$ cat src/rtl/matmul_apb_master_if.sv
// Bundles the command, response, APB and busy signals of the matmul APB master.
// Signal suffixes are from the master's point of view.
interface matmul_apb_master_if #(
  parameter int DATA_W = 32,
  parameter int ADDR_W = 32
);
  // Command channel
  logic                cmd_valid_i;
  logic                cmd_ready_o;
  logic                cmd_write_i;
  logic [ADDR_W-1:0]   cmd_addr_i;
  logic [DATA_W-1:0]   cmd_wdata_i;
  logic [DATA_W/8-1:0] cmd_strb_i;

  // Response channel
  logic                rsp_valid_o;
  logic                rsp_ready_i;
  logic [DATA_W-1:0]   rsp_rdata_o;
  logic                rsp_err_o;
  logic                rsp_timeout_o;

  // APB bus towards the matmul slave
  logic                psel_o;
  logic                penable_o;
  logic                pwrite_o;
  logic [ADDR_W-1:0]   paddr_o;
  logic [DATA_W-1:0]   pwdata_o;
  logic [DATA_W/8-1:0] pstrb_o;
  logic                pready_i;
  logic                pslverr_i;
  logic [DATA_W-1:0]   prdata_i;

  // Matmul status
  logic                busy_i;

  modport master (
    input  cmd_valid_i, cmd_write_i, cmd_addr_i, cmd_wdata_i, cmd_strb_i,
    output cmd_ready_o,
    output rsp_valid_o, rsp_rdata_o, rsp_err_o, rsp_timeout_o,
    input  rsp_ready_i,
    output psel_o, penable_o, pwrite_o, paddr_o, pwdata_o, pstrb_o,
    input  pready_i, pslverr_i, prdata_i,
    input  busy_i
  );

  modport slave (
    output cmd_valid_i, cmd_write_i, cmd_addr_i, cmd_wdata_i, cmd_strb_i,
    input  cmd_ready_o,
    input  rsp_valid_o, rsp_rdata_o, rsp_err_o, rsp_timeout_o,
    output rsp_ready_i,
    input  psel_o, penable_o, pwrite_o, paddr_o, pwdata_o, pstrb_o,
    output pready_i, pslverr_i, prdata_i,
    output busy_i
  );
endinterface

$ cat src/rtl/matmul_apb_master.sv
// APB master for the matmul accelerator: turns one command at a time into an
// APB SETUP/ACCESS transfer, with a bounded wait for PREADY and a held response.
module matmul_apb_master #(
  parameter int DATA_W          = 32,
  parameter int ADDR_W          = 32,
  parameter int TIMEOUT_CYCLES  = 16,
  parameter int HOLD_WR_ON_BUSY = 1
) (
  input logic                  clk_i,
  input logic                  rst_ni,
  matmul_apb_master_if.master  bus
);

  localparam int          STRB_W    = DATA_W / 8;
  localparam logic [7:0]  WAIT_LAST = 8'(TIMEOUT_CYCLES - 1);

  typedef enum logic [1:0] {
    IDLE   = 2'd0,
    SETUP  = 2'd1,
    ACCESS = 2'd2,
    RESP   = 2'd3
  } state_e;

  state_e              state_q;
  logic [7:0]          wait_q;
  logic [7:0]          wait_d;
  logic                write_q;
  logic [ADDR_W-1:0]   addr_q;
  logic [DATA_W-1:0]   wdata_q;
  logic [STRB_W-1:0]   strb_q;
  logic                psel_q;
  logic                penable_q;
  logic                rsp_valid_q;
  logic                rsp_err_q;
  logic                rsp_timeout_q;
  logic [DATA_W-1:0]   rsp_rdata_q;
  logic                hold_wr;
  logic                cmd_ready;

  // Accept gating and the next wait-counter value; reads are never held by busy.
  always_comb begin
    hold_wr   = (HOLD_WR_ON_BUSY != 0) && bus.cmd_write_i && bus.busy_i;
    cmd_ready = rst_ni && (state_q == IDLE) && !hold_wr;
    wait_d    = wait_q + 8'd1;
  end

  // Transfer FSM with registered APB controls, captured command and response.
  always_ff @(posedge clk_i or negedge rst_ni) begin
    if (!rst_ni) begin
      state_q       <= IDLE;
      wait_q        <= '0;
      write_q       <= 1'b0;
      addr_q        <= '0;
      wdata_q       <= '0;
      strb_q        <= '0;
      psel_q        <= 1'b0;
      penable_q     <= 1'b0;
      rsp_valid_q   <= 1'b0;
      rsp_err_q     <= 1'b0;
      rsp_timeout_q <= 1'b0;
      rsp_rdata_q   <= '0;
    end else begin
      case (state_q)
        IDLE: begin
          if (bus.cmd_valid_i && cmd_ready) begin
            write_q <= bus.cmd_write_i;
            addr_q  <= bus.cmd_addr_i;
            wdata_q <= bus.cmd_wdata_i;
            strb_q  <= bus.cmd_write_i ? bus.cmd_strb_i : '0;
            psel_q  <= 1'b1;
            state_q <= SETUP;
          end
        end
        SETUP: begin
          penable_q <= 1'b1;
          wait_q    <= '0;
          state_q   <= ACCESS;
        end
        ACCESS: begin
          if (bus.pready_i) begin
            psel_q        <= 1'b0;
            penable_q     <= 1'b0;
            rsp_valid_q   <= 1'b1;
            rsp_err_q     <= bus.pslverr_i;
            rsp_timeout_q <= 1'b0;
            rsp_rdata_q   <= write_q ? '0 : bus.prdata_i;
            state_q       <= RESP;
          end else if (wait_q == WAIT_LAST) begin
            psel_q        <= 1'b0;
            penable_q     <= 1'b0;
            rsp_valid_q   <= 1'b1;
            rsp_err_q     <= 1'b1;
            rsp_timeout_q <= 1'b1;
            rsp_rdata_q   <= '0;
            state_q       <= RESP;
          end else begin
            wait_q <= wait_d;
          end
        end
        RESP: begin
          if (bus.rsp_ready_i) begin
            rsp_valid_q <= 1'b0;
            state_q     <= IDLE;
          end
        end
        default: state_q <= IDLE;
      endcase
    end
  end

  assign bus.cmd_ready_o   = cmd_ready;
  assign bus.psel_o        = psel_q;
  assign bus.penable_o     = penable_q;
  assign bus.pwrite_o      = write_q;
  assign bus.paddr_o       = addr_q;
  assign bus.pwdata_o      = wdata_q;
  assign bus.pstrb_o       = strb_q;
  assign bus.rsp_valid_o   = rsp_valid_q;
  assign bus.rsp_err_o     = rsp_err_q;
  assign bus.rsp_timeout_o = rsp_timeout_q;
  assign bus.rsp_rdata_o   = rsp_rdata_q;

endmodule

$ cat src/flat_wrapper.sv
// flat-port wrapper written by rule: the top's interface ports become plain ports
module matmul_apb_master_flat 
#(
  parameter int DATA_W          = 32,
  parameter int ADDR_W          = 32,
  parameter int TIMEOUT_CYCLES  = 16,
  parameter int HOLD_WR_ON_BUSY = 1
)
  (clk_i, rst_ni, bus_cmd_valid_i, bus_cmd_write_i, bus_cmd_addr_i, bus_cmd_wdata_i, bus_cmd_strb_i, bus_cmd_ready_o, bus_rsp_valid_o, bus_rsp_rdata_o, bus_rsp_err_o, bus_rsp_timeout_o, bus_rsp_ready_i, bus_psel_o, bus_penable_o, bus_pwrite_o, bus_paddr_o, bus_pwdata_o, bus_pstrb_o, bus_pready_i, bus_pslverr_i, bus_prdata_i, bus_busy_i);
  matmul_apb_master_if #(.DATA_W(DATA_W), .ADDR_W(ADDR_W)) bus_i ();
  input logic clk_i;
  input logic rst_ni;
  input wire logic [$bits(bus_i.cmd_valid_i)-1:0] bus_cmd_valid_i;
  input wire logic [$bits(bus_i.cmd_write_i)-1:0] bus_cmd_write_i;
  input wire logic [$bits(bus_i.cmd_addr_i)-1:0] bus_cmd_addr_i;
  input wire logic [$bits(bus_i.cmd_wdata_i)-1:0] bus_cmd_wdata_i;
  input wire logic [$bits(bus_i.cmd_strb_i)-1:0] bus_cmd_strb_i;
  output wire logic [$bits(bus_i.cmd_ready_o)-1:0] bus_cmd_ready_o;
  output wire logic [$bits(bus_i.rsp_valid_o)-1:0] bus_rsp_valid_o;
  output wire logic [$bits(bus_i.rsp_rdata_o)-1:0] bus_rsp_rdata_o;
  output wire logic [$bits(bus_i.rsp_err_o)-1:0] bus_rsp_err_o;
  output wire logic [$bits(bus_i.rsp_timeout_o)-1:0] bus_rsp_timeout_o;
  input wire logic [$bits(bus_i.rsp_ready_i)-1:0] bus_rsp_ready_i;
  output wire logic [$bits(bus_i.psel_o)-1:0] bus_psel_o;
  output wire logic [$bits(bus_i.penable_o)-1:0] bus_penable_o;
  output wire logic [$bits(bus_i.pwrite_o)-1:0] bus_pwrite_o;
  output wire logic [$bits(bus_i.paddr_o)-1:0] bus_paddr_o;
  output wire logic [$bits(bus_i.pwdata_o)-1:0] bus_pwdata_o;
  output wire logic [$bits(bus_i.pstrb_o)-1:0] bus_pstrb_o;
  input wire logic [$bits(bus_i.pready_i)-1:0] bus_pready_i;
  input wire logic [$bits(bus_i.pslverr_i)-1:0] bus_pslverr_i;
  input wire logic [$bits(bus_i.prdata_i)-1:0] bus_prdata_i;
  input wire logic [$bits(bus_i.busy_i)-1:0] bus_busy_i;
  assign bus_i.cmd_valid_i = bus_cmd_valid_i;
  assign bus_i.cmd_write_i = bus_cmd_write_i;
  assign bus_i.cmd_addr_i = bus_cmd_addr_i;
  assign bus_i.cmd_wdata_i = bus_cmd_wdata_i;
  assign bus_i.cmd_strb_i = bus_cmd_strb_i;
  assign bus_cmd_ready_o = bus_i.cmd_ready_o;
  assign bus_rsp_valid_o = bus_i.rsp_valid_o;
  assign bus_rsp_rdata_o = bus_i.rsp_rdata_o;
  assign bus_rsp_err_o = bus_i.rsp_err_o;
  assign bus_rsp_timeout_o = bus_i.rsp_timeout_o;
  assign bus_i.rsp_ready_i = bus_rsp_ready_i;
  assign bus_psel_o = bus_i.psel_o;
  assign bus_penable_o = bus_i.penable_o;
  assign bus_pwrite_o = bus_i.pwrite_o;
  assign bus_paddr_o = bus_i.paddr_o;
  assign bus_pwdata_o = bus_i.pwdata_o;
  assign bus_pstrb_o = bus_i.pstrb_o;
  assign bus_i.pready_i = bus_pready_i;
  assign bus_i.pslverr_i = bus_pslverr_i;
  assign bus_i.prdata_i = bus_prdata_i;
  assign bus_i.busy_i = bus_busy_i;
  matmul_apb_master #(.DATA_W(DATA_W), .ADDR_W(ADDR_W), .TIMEOUT_CYCLES(TIMEOUT_CYCLES), .HOLD_WR_ON_BUSY(HOLD_WR_ON_BUSY)) u_core (.clk_i(clk_i), .rst_ni(rst_ni), .bus(bus_i));
endmodule
$ cat config.mk
export PLATFORM = sky130hd
export DESIGN_NAME = matmul_apb_master_flat
export DESIGN_NICKNAME = d
export VERILOG_FILES = /design/src/rtl/matmul_apb_master_if.sv /design/src/rtl/matmul_apb_master.sv /design/src/flat_wrapper.sv
export SDC_FILE = /design/constraint.sdc
export NUM_CORES = 1
export LEC_CHECK = 0
export ABC_CLOCK_PERIOD_IN_PS = 2000
export CORE_AREA = 2 2 110 112
export CTS_CLUSTER_SIZE = 40
export DETAILED_ROUTE_END_ITERATION = 10
export DIE_AREA = 0 0 112 114
export GPL_ROUTABILITY_DRIVEN = 0
export PLACE_DENSITY = 0.9
export SLEW_MARGIN = 40
export SYNTH_ARGS = -nofsm -noshare
export SYNTH_HDL_FRONTEND = slang
export SYNTH_SLANG_ARGS = --single-unit
$ cat constraint.sdc
create_clock -name clk_i -period 2 [get_ports clk_i]
set_input_delay 0.4 -clock clk_i [delete_from_list [all_inputs] [get_ports clk_i]]
set_output_delay 0.4 -clock clk_i [all_outputs]
set_load 0.01 [all_outputs]
# Yosys cells after proc, flatten, opt, wreduce, memory -nomap -nowiden
# Index checks and enable logic that the tools add are counted.
dict set report word_totals {
  regBits 116
  input_bits 108
  output_inout_bits 107
  elab_cells 62
}
dict set report classes {
  n_addsub 1
  eq_ne 9
  n_mux 23
  n_reduce_logical 17
}
# op n
set ops {}
lappend ops {{2-to-1 mux 32 bit} 3}
lappend ops {{2-to-1 mux 8 bit} 2}
lappend ops {{case mux 8 bit (2 select lines)} 1}
lappend ops {{AND reduction 3 bit} 4}
lappend ops {{adder 8 x 1 -> 8 bit, second input constant} 1}
lappend ops {{== test 8 x 4 -> 1 bit, second input constant} 1}
lappend ops {{2-to-1 mux 1 bit} 8}
lappend ops {{2-to-1 mux 2 bit} 4}
lappend ops {{!= test 2 bit, second input constant} 4}
lappend ops {{case mux 2 bit (4 select lines)} 1}
lappend ops {{nonzero test 2 bit} 4}
lappend ops {{case mux 1 bit (2 select lines)} 3}
lappend ops {{AND reduction 2 bit} 3}
lappend ops {{== test 2 bit, second input constant} 2}
lappend ops {{logical AND 1 bit} 4}
lappend ops {{2-to-1 mux 4 bit} 1}
lappend ops {{!= test 3 x 2 -> 1 bit, second input constant} 1}
lappend ops {{== test 2 x 1 -> 1 bit, second input constant} 1}
lappend ops {{zero test 2 bit} 1}
lappend ops {{zero test 1 bit} 1}

# Longest topological paths before layout
# Gate-level depths: netlist (run 1).
dict set report logic_depth {
  depth_word 6
  mapped_depth 7
  mapped_depth_nobuf 6
}

# Least setup slack after synthesis (run 1)
# Ideal clock, no wire load.
dict set report synth_timing {
  kind {reg-to-reg}
  startpoint {register u_core.state_q[1]}
  endpoint {register u_core.wait_q[4]}
  setup_ns 0.064
  arrival_time_ns 1.717
  required_time_ns 1.936
  setup_slack_ns 0.219
  stages_incl_launch_ff 7
  synth_period_minus_slack_ns 1.781
  cell_sequence {dfrtp_1 inv_1 ha_1 inv_2 or4b_2 a21oi_1 a21o_1}
}
dict set report synth_via {
  elab_chain_cells 3
  word_cells_on_any_way 7
  cone_classes {eq/ne: 4; mux: 1; reduce/logical: 2}
}
# item line_no
set synth_rtl {}
lappend synth_rtl {{start: declaration} matmul_apb_master.sv:24} ;# state_e state_q;
lappend synth_rtl {{start signal: assignment} matmul_apb_master.sv:50} ;# state_q <= IDLE;
lappend synth_rtl {{start signal: assignment} matmul_apb_master.sv:71} ;# state_q <= SETUP;
lappend synth_rtl {{start signal: assignment} matmul_apb_master.sv:77} ;# state_q <= ACCESS;
lappend synth_rtl {{== test 2 bit / == test 2 x 1 -> 1 bit (equally long branches)} matmul_apb_master.sv:63} ;# case (state_q)
lappend synth_rtl {{!= test 2 bit (no source line) / nonzero test 2 bit (equally long branches)} n/a}
lappend synth_rtl {{AND reduction 3 bit (no source line)} n/a}
lappend synth_rtl {{end signal: assignment} matmul_apb_master.sv:97} ;# wait_q <= wait_d;
lappend synth_rtl {{end: declaration} matmul_apb_master.sv:25} ;# logic [7:0] wait_q;
# Several ways; a longest one is shown, not always the timed one.
# A chain may end at the register's enable or synchronous reset.

# Worst setup path after layout (run 1)
dict set report layout_timing {
  startpoint {register u_core.state_q[1]}
  endpoint {output bus_cmd_ready_o}
}
dict set report layout_via {
  elab_chain_cells 3
}
# item line_no
set layout_rtl {}
lappend layout_rtl {{zero test 2 bit} matmul_apb_master.sv:43} ;# cmd_ready = rst_ni && (state_q == IDLE) && !hold_wr;
lappend layout_rtl {{logical AND 1 bit (2 in series)} matmul_apb_master.sv:43}
lappend layout_rtl {{end: declaration} flat_wrapper.sv:18} ;# output wire logic [$bits(bus_i.cmd_ready_o)-1:0] bus_cmd_ready_o;
# Every way passes these cells.

==> impl_metrics.yaml, run 1 <==
die:
  die_h_um: 114
  start_util: 0.4074
  die_w_um: 112
  die-area_mm2: 0.01277
  core_area_mm2: 0.01171
  fp-row-count: 40
  ios: 215
yosys:
  synth-edff-count: 0
  ys_types: 38
  synth.yosys.seq_area_share: 0.6084
  synth_top_family_by_area: "multiplexers"
  synth-simple-area-share: 0.09153
  ys.flop_type: "dfrtp_1"
  synthMuxAreaShare: 0.1576
  synth-xor-area-share: 0
  postSynthCellCount: 390
  syn_nets: 503
  synthTopCellsByArea: "dfrtp_1 61%, mux2_2 15%, nand4_1 4.5%"
  synthAdderAreaFrac: 0.01311
  avgSynthCellArea_um2: 12.23
  yosysWarnings: 0
  synth-seq-cells: 116
  syn-cell-area_mm2: 0.004771
  netlist.area_leader.share: 0.6084
  synth-compound-area-share: 0.07946
  async_flop_share: 1.000
  yosys.area.top_type: "dfrtp_1"
cells_and_area:
  n_fill_cell: 833
  area_growth_pct: 62.94
  regArea_mm2: 0.002903
  diodes: 0
  drive_above_1_share: 0.1888
  finalInstanceArea_mm2: 0.007774
  finalCoreUtilization: 0.6638
  multiInputGateArea_mm2: 0.001660
  layout.nets: 727
  fin_cells: 772
placed_design:
  dpl.hpwl_um: 9676
  place.port_buffers: 214
  place_area_mm2: 0.007178
  dp_cells: 741
routing:
  wire_per_inst_um: 17.36
  drc: 0
  ant_nets: 0
  drt-total-wl_um: 13410
  drt_iter0_drc: 242
  vias: 3940
  dr.pass1.iters: 4
  viasPerCell: 5.104
clock_network:
  clk_pin_slew_worst_paths_ns: 0.05
  clockRootBuffer: "clkbuf_16"
  cts_sinks: 116
  cts_made_buffers: 17
  cts_tree: "yes"
  insertion_delay_ns: 0.40
  htree_levels: 4
  clk_path_buf_depth: 2
grt:
  grt_pass1_vias: 4167
  grt_max_degree: 112
  grt_pass1_wl_um: 21290
  antenna_found_initial: 0
  grt_usage: 0.2153
  gr-total-overflow: 0
sta:
  clock.fmax_mhz: 521.7
  maxSlewHeadroom: 0.6054
  timing.hold.ws_ns: 0.1186
  fin_tns_setup_ns: 0
  setup_viol: 0
  fin_crit_sh: 0.9583
  skew_ns: 0.007382
  slew_violations: 0
  rsz0062_at_grt: "no"
  worstMarginPinSlew_ns: 0.5919
  finalHoldViolations: 0
  fin_crit_ns: 1.917
worst_setup_path:
  start_kind: "flop"
  worstSetupPathType: "reg -> out"
  cp_data_required_time_ns: 1.60
  end_kind: "output pin"
  r2r_cells: 6
  crit_arrival_ns: 1.52
  critPathMaxFanout: 3
pwr:
  sw_frac_of_total: 0.3061
  pwr-share-comb: 0.411
  power.share.clock: 0.249
  p_leak_nw: 3.305
  power_frac_seq: 0.341
  peakVddDrop_v: 0.0009442
  switchingPower_mw: 3.506
  powerDensity_mw_per_mm2: 1473
  intPower_mw: 7.948
outcome:
  status: "finished clean"
min_path:
  hp-class: "in -> async"
job:
  max-cap-violations: 0
[layout by cell type, fill, tap and decap left out, types with 5 or more instances in the layout]
| cell type | synthesis | routed |
|---|---|---|
| nand3_1 | 5 | 5 |
| nand2_1 | 18 | 18 |
| buf_4 | 0 | 8 |
| nand4_1 | 34 | 34 |
| a21oi_1 | 9 | 9 |
| inv_1 | 36 | 35 |
| dfrtp_1 | 116 | 116 |
| clkdlybuf4s50_1 | 0 | 212 |
| clkbuf_16 | 0 | 17 |
| o21ai_0 | 40 | 40 |
| buf_12 | 0 | 6 |
| mux2_2 | 65 | 65 |
| nor2_1 | 5 | 5 |
| clkbuf_8 | 0 | 6 |
[layout make-up]
class / count / area share
clock inverter: 4 / 0.005794
clock buffer: 26 / 0.06680
tap: 147 / 0.02366
inverter: 37 / 0.01787
multi-input combinational: 214 / 0.2136
sequential: 116 / 0.3734
timing repair buffer: 228 / 0.2989
[path summary, 6_finish.rpt]
path / start / slack, ns / to
min reg2reg: u_core.bus.pstrb_o[1] / 0.47 / u_core.bus.pstrb_o[1]
min: rst_ni / 0.12 / u_core.wait_q[6]
max in group asynchronous: rst_ni / 1.27 / u_core.bus.pwdata_o[23]
min in group clk_i: u_core.bus.pstrb_o[1] / 0.47 / u_core.bus.pstrb_o[1]
max: u_core.state_q[1] / 0.08 / bus_cmd_ready_o
max reg2reg: u_core.wait_q[0] / 0.17 / u_core.bus.rsp_rdata_o[13]
[cells in the mapped netlist, drive strengths merged, types with 2 or more instances]
library cell,number
clkbuf,10
inv,37
o21ai,40
nor2b,4
a31oi,2
nor2,6
nor3,2
o2bb2ai,2
mux2,65
mux2i,2
and3,2
nand3,5
nand4,34
dfrtp,116
a21oi,9
ha,5
a211o,2
nand2,18
buf,13
[critical path, stage by stage (launching register included)]
cell             delay (ns)
dfrtp_1                0.40
inv_1                  0.14
ha_4                   0.16
and3_4                 0.18
clkdlybuf4s15_2        0.23
[through the flow]
stage | power (mW) | setup slack (ns)
finish | 11.45 | 0.08333
global route | 12.05 | 0.006679
CTS | 11.50 | 0.007616
detailed placement | 8.593 | -0.09767
global placement | 8.348 | -0.04623
floorplan | 5.730 | 0.2188
[registers in the layout, indices dropped and copies added (netlist names)]
name                      count
u_core.bus.paddr_o           32
u_core.bus.penable_o          1
u_core.bus.psel_o             1
u_core.bus.pstrb_o            4
u_core.bus.pwdata_o          32
u_core.bus.pwrite_o           1
u_core.bus.rsp_err_o          1
u_core.bus.rsp_rdata_o       32
u_core.bus.rsp_timeout_o      1
u_core.bus.rsp_valid_o        1
u_core.state_q                2
u_core.wait_q                 8
[kinds of logic after synthesis]
logic type                 Yosys count
AOI/OAI and AO/OA                   65
adders and majority gates            5
buffers and inverters               60
DFF                                116
muxes                               67
and+or+nand+nor                     77
[what timing repair did]
action	CTS	global route
gates cloned	0	0
setup endpoints to repair	1	15
setup buffers	0	0
hold buffers	1	0
endpoints found under the hold margin	5	0
resized for setup	4	5
[per-layer routing]
metal	up-vias	wire, um	GRT usage	part of all wire
li1	1825	-	-	-
met1	1895	5080	0.2424	0.38
met2	195	6775	0.3624	0.51
met3	25	1245	0.08448	0.093
met4	0	303	0.1008	0.023
met5	-	0	0	0
[power groups by stage]
stage / Sequential [mW] / Clock, mW / Combinational [mW]
after global routing: 4.01 / 3.00 / 5.05
final: 3.90 / 2.85 / 4.70
after CTS: 3.90 / 2.90 / 4.71
after floorplan: 4.29 / 0 / 1.44
after detailed placement: 3.92 / 0 / 4.67
after global placement: 3.84 / 0 / 4.51
(Power assumes the default switching activity.)
==> inputs of run 2 (changes only) <==
- MAX_ROUTING_LAYER: unset -> met4
==> run 2 against run 1 <==
  * Power barely moved
  * Routed wire length fell by 0.40%
  * Non-clock buffer count did not move
  * Clock skew barely moved
  * Clock power barely moved
  * Final cell count did not move
==> impl_metrics.yaml, run 2 (same netlist as run 1, synthesis figures left out) <==
cells_and_area:
  layout_commonest_cell: "clkdlybuf4s50_1"
  finalInstanceArea_mm2: 0.007774
  drive_above_1_share: 0.1888
  final_cell_mix: "212 x clkdlybuf4s50_1, 116 x dfrtp_1, 65 x mux2_2, 40 x o21ai_0, 35 x inv_1"
  n_fill_cell: 833
  multiInputGateArea_mm2: 0.001660
  area_growth_pct: 62.94
  diodes: 0
  layout.nets: 727
  regArea_mm2: 0.002903
worst_setup_path:
  crit_arrival_ns: 1.52
  worstSetupPathType: "reg -> out"
  critPathMaxStageDelay_ns: 0.40
  start_kind: "flop"
  cp_data_required_time_ns: 1.60
  crit_family: "flip-flops"
  path_cells: "inv_1, ha_4, and3_4, clkdlybuf4s15_2"
  critPathMaxFanout: 3
  critical_path_buf_inv_count: 2
  end_kind: "output pin"
  slowest_stage: "dfrtp_1"
sta:
  fin_crit_ns: 1.918
  clock.fmax_mhz: 521.3
  rsz0062_at_grt: "no"
  setup_viol: 0
  finalHoldViolations: 0
  maxSlewHeadroom: 0.5988
  timing.hold.ws_ns: 0.09747
  skew_ns: 0.007766
  slew_violations: 0
  worstMarginPinSlew_ns: 0.6019
  fin_crit_sh: 0.9592
  setup_slack_ns: 0.08166
placed_design:
  place.port_buffers: 214
  dpl.hpwl_um: 9676
  pre_cts_ws_ns: -0.09767
  place_area_mm2: 0.007178
clock_network:
  cts_made_buffers: 17
  clk_path_buf_depth: 2
  htree_levels: 4
  postCtsSetupRepairBufs: 0
  clockRootBuffer: "clkbuf_16"
  cts_sinks: 116
  clk_pin_slew_worst_paths_ns: 0.05
  insertion_delay_ns: 0.40
  cts_tree: "yes"
die:
  die-area_mm2: 0.01277
  die_w_um: 112
  start_util: 0.4074
  ios: 215
  die_h_um: 114
  core_area_mm2: 0.01171
  fp-row-count: 40
routing:
  vias: 3924
  wire_per_inst_um: 17.30
  drt_iter0_drc: 262
  ant_nets: 0
  drc: 0
  viasPerCell: 5.083
  drt-total-wl_um: 13350
  dr.pass1.iters: 5
grt:
  antenna_found_initial: 0
  grt_pass1_wl_um: 21250
  gr-total-overflow: 0
  grt_usage: 0.2219
  grt_pass1_vias: 4172
  grt_max_degree: 112
job:
  max-cap-violations: 0
pwr:
  p_leak_nw: 3.305
  peakVddDrop_v: 0.0009453
  powerDensity_mw_per_mm2: 1473
outcome:
  status: "finished clean"
min_path:
  hp-class: "in -> async"
run 2: power breakdown:
| group | total, mW | internal (mW) | switching (mW) |
|---|---|---|---|
| Sequential | 3.90 | 3.34 | 0.568 |
| Combinational | 4.70 | 2.73 | 1.97 |
| Clock | 2.84 | 1.88 | 0.962 |
| Total | 11.5 | 7.95 | 3.50 |
run 2: path summary, 6_finish.rpt:
kind                                  startpoint                 endpoint  slack (ns)  cells past startpoint
max in group asynchronous                 rst_ni  u_core.bus.pwdata_o[23]        1.27                      2
hold reg to reg            u_core.bus.pstrb_o[1]    u_core.bus.pstrb_o[1]        0.47                      2
hold / removal                            rst_ni         u_core.wait_q[6]         0.1                      2
setup / recovery               u_core.state_q[1]          bus_cmd_ready_o        0.08                      4
min in group clk_i         u_core.bus.pstrb_o[1]    u_core.bus.pstrb_o[1]        0.47                      2
setup reg to reg                u_core.wait_q[0]         u_core.wait_q[4]        0.18                      5
run 2: repair_timing:
action / 4_1_cts / 5_1_grt
setup endpoints to repair: 1 / 15
resized for setup: 4 / 5
hold buffers: 1 / 0
endpoints found under the hold margin: 5 / 0
run 2: area by class of cell:
cell class / instances / area share
flip-flops and latches: 116 / 0.3734
repair buffers: 228 / 0.2989
multi-input cells: 214 / 0.2136
clock buffers: 26 / 0.06680
well taps: 147 / 0.02366
inverters: 37 / 0.01787
clock inverters: 4 / 0.005794
run 2: worst reg2reg max path, stage by stage (launching register included):
cell      delay [ns]
dfrtp_1         0.42
ha_1            0.22
nand4b_1        0.22
or4b_2          0.66
a21oi_1         0.14
a21o_1          0.10
run 2: per-stage QoR:
stage / total power, mW / utilization / std cells / setup TNS [ns]
finish: 11.45 / 0.6638 / 772 / 0
global route: 12.05 / 0.6638 / 772 / 0
CTS: 11.50 / 0.6623 / 772 / 0
detailed placement: 8.593 / 0.6129 / 741 / -0.7718
global placement: 8.348 / 0.6129 / 741 / -0.04623
floorplan: 5.730 / - / 390 / 0
run 2: per-layer routing:
metal  track usage  part of all wire  vias to the layer above
met1        0.2501              0.39                     1885
met5             -                 0                        -
met3       0.07598             0.081                       25
li1              -                 -                     1822
met4        0.1008             0.023                        0
met2        0.3604              0.51                      192
==> inputs of run 3 (changes only) <==
- CTS_CLUSTER_SIZE: 40 -> 8
- PLACE_DENSITY: 0.9 -> unset
- PLACE_DENSITY_LB_ADDON: unset -> 0.3
==> run 3 against run 2 <==
  * Clock-buffer cell count shrank 3
  * Sequential power is essentially flat
  * Clock skew grew 0.0033 ns
  * Critical path depth grew 1
  * Sequential share of layout area shrank 0.26 points
  * Critical endpoint is now u_core.state_q[0]
==> impl_metrics.yaml, run 3 (same netlist as run 1, synthesis figures left out) <==
outcome:
  status: "finished clean"
grt:
  grt_pass1_wl_um: 20540
  grt_usage: 0.2129
  grt_max_degree: 117
  grt_pass1_vias: 4052
  antenna_found_initial: 0
  gr-total-overflow: 0
cells_and_area:
  final_cell_mix: "212 x clkdlybuf4s50_1, 116 x dfrtp_1, 65 x mux2_2, 39 x o21ai_0, 35 x inv_1"
  layout_commonest_cell: "clkdlybuf4s50_1"
  area_growth_pct: 64.10
  n_fill_cell: 921
  layout.nets: 734
  diodes: 0
  multiInputGateArea_mm2: 0.001654
  drive_above_1_share: 0.1968
  regArea_mm2: 0.002903
  finalCoreUtilization: 0.6685
clock_network:
  htree_levels: 4
  clk_pin_slew_worst_paths_ns: 0.05
  cts_sinks: 116
  insertion_delay_ns: 0.41
  clockRootBuffer: "clkbuf_16"
  cts_hold_buf: 0
  cts_tree: "yes"
  clk_path_buf_depth: 2
  cts_made_buffers: 17
die:
  die-area_mm2: 0.01277
  ios: 215
  die_w_um: 112
  start_util: 0.4074
  die_h_um: 114
  fp-row-count: 40
  core_area_mm2: 0.01171
sta:
  fin_crit_sh: 0.9348
  fin_crit_ns: 1.870
  maxSlewHeadroom: 0.5904
  skew_ns: 0.01104
  timing.hold.ws_ns: 0.08716
  rsz0062_at_grt: "yes"
  clock.fmax_mhz: 534.9
  fin_tns_setup_ns: 0
  setup_viol: 0
  worstMarginPinSlew_ns: 0.6144
  finalHoldViolations: 0
  slew_violations: 0
routing:
  ant_nets: 0
  wire_per_inst_um: 17.03
  vias: 3949
  drt-total-wl_um: 13230
  drc: 0
  drt_iter0_drc: 244
  dr.pass1.iters: 4
  viasPerCell: 5.082
worst_setup_path:
  critPathMaxStageDelay_ns: 0.43
  r2r_end: "u_core.state_q[0]"
  path_cells: "ha_1, nand4b_1, o21ba_2, a211o_1, a22oi_1"
  ff2ff_setup_slack_ns: 0.13
  r2r_cells: 5
  worstSetupPathType: "reg -> reg"
  crit_arrival_ns: 2.19
  slowest_stage: "dfrtp_1"
  critPathMaxFanout: 6
  start_kind: "flop"
  r2r_start: "u_core.wait_q[0]"
  cp_data_required_time_ns: 2.32
  end_kind: "flop"
pwr:
  p_leak_nw: 3.354
  powerDensity_mw_per_mm2: 1466
  peakVddDrop_v: 0.0008067
job:
  max-cap-violations: 0
placed_design:
  place.port_buffers: 214
  dpl.hpwl_um: 9134
min_path:
  hp-class: "in -> async"
[run 3: final cells by class]
class | instances | area share
Multi-Input combinational cell | 215 | 0.2113
Clock buffer | 23 | 0.06361
Tap cell | 147 | 0.02349
Inverter | 37 | 0.01774
Sequential cell | 116 | 0.3708
Timing Repair Buffer | 234 | 0.3035
Clock inverter | 5 | 0.009589
[run 3: worst max-delay path, delay by kind of cell (launching register included)]
kind | cells | cell delay, ns
compound gates | 3 | 0.92
fa+ha+maj | 1 | 0.22
flops | 1 | 0.43
simple gates | 1 | 0.22
[run 3: power breakdown]
group / leakage (nW) / switching (mW) / total [mW] / internal (mW)
sequential: 1.46 / 0.534 / 3.87 / 3.33
combinational: 1.61 / 1.96 / 4.67 / 2.71
clock: 0.287 / 0.975 / 2.93 / 1.96
[run 3: stage by stage]
stage                     setup slack, ns  cell area, um^2  instances  power (mW)
after global routing            -0.007520             7829        777       12.10
final                              0.1304             7829        777       11.47
after global placement           -0.04308             7216        747       8.374
after detailed placement          -0.1151             7216        747       8.515
after CTS                        0.001203             7787        775       11.52
after floorplan                    0.2188             4771        390       5.730
[run 3: routing by layer]
metal  vias up  global-route usage  wire length, um
met3        24             0.06323              878
met1      1938              0.2487             5261
li1       1837                   -                -
met5         -                   -                0
met2       150              0.3406             6785
met4         0              0.1016              304
[run 3: worst max path at each step]
| stage | to | cells after the start | from |
|---|---|---|---|
| 2_1_floorplan | u_core.wait_q[4] | 6 | u_core.state_q[1] |
| 4_1_cts | bus_cmd_ready_o | 4 | u_core.state_q[1] |
| 6_report | u_core.state_q[0] | 5 | u_core.wait_q[0] |
| 3_3_place_gp | bus_cmd_ready_o | 4 | bus_cmd_write_i |
| 5_1_grt | u_core.state_q[0] | 5 | u_core.wait_q[0] |
| 3_5_place_dp | u_core.bus.rsp_rdata_o[7] | 4 | bus_pready_i |
[run 3: repair_timing]
action,4_1_cts,5_1_grt
endpoints found under the setup margin,2,34
pin swaps,0,2
hold endpoints to repair,0,0
resized for setup,2,8
gates cloned,0,1
buffers inserted,0,1
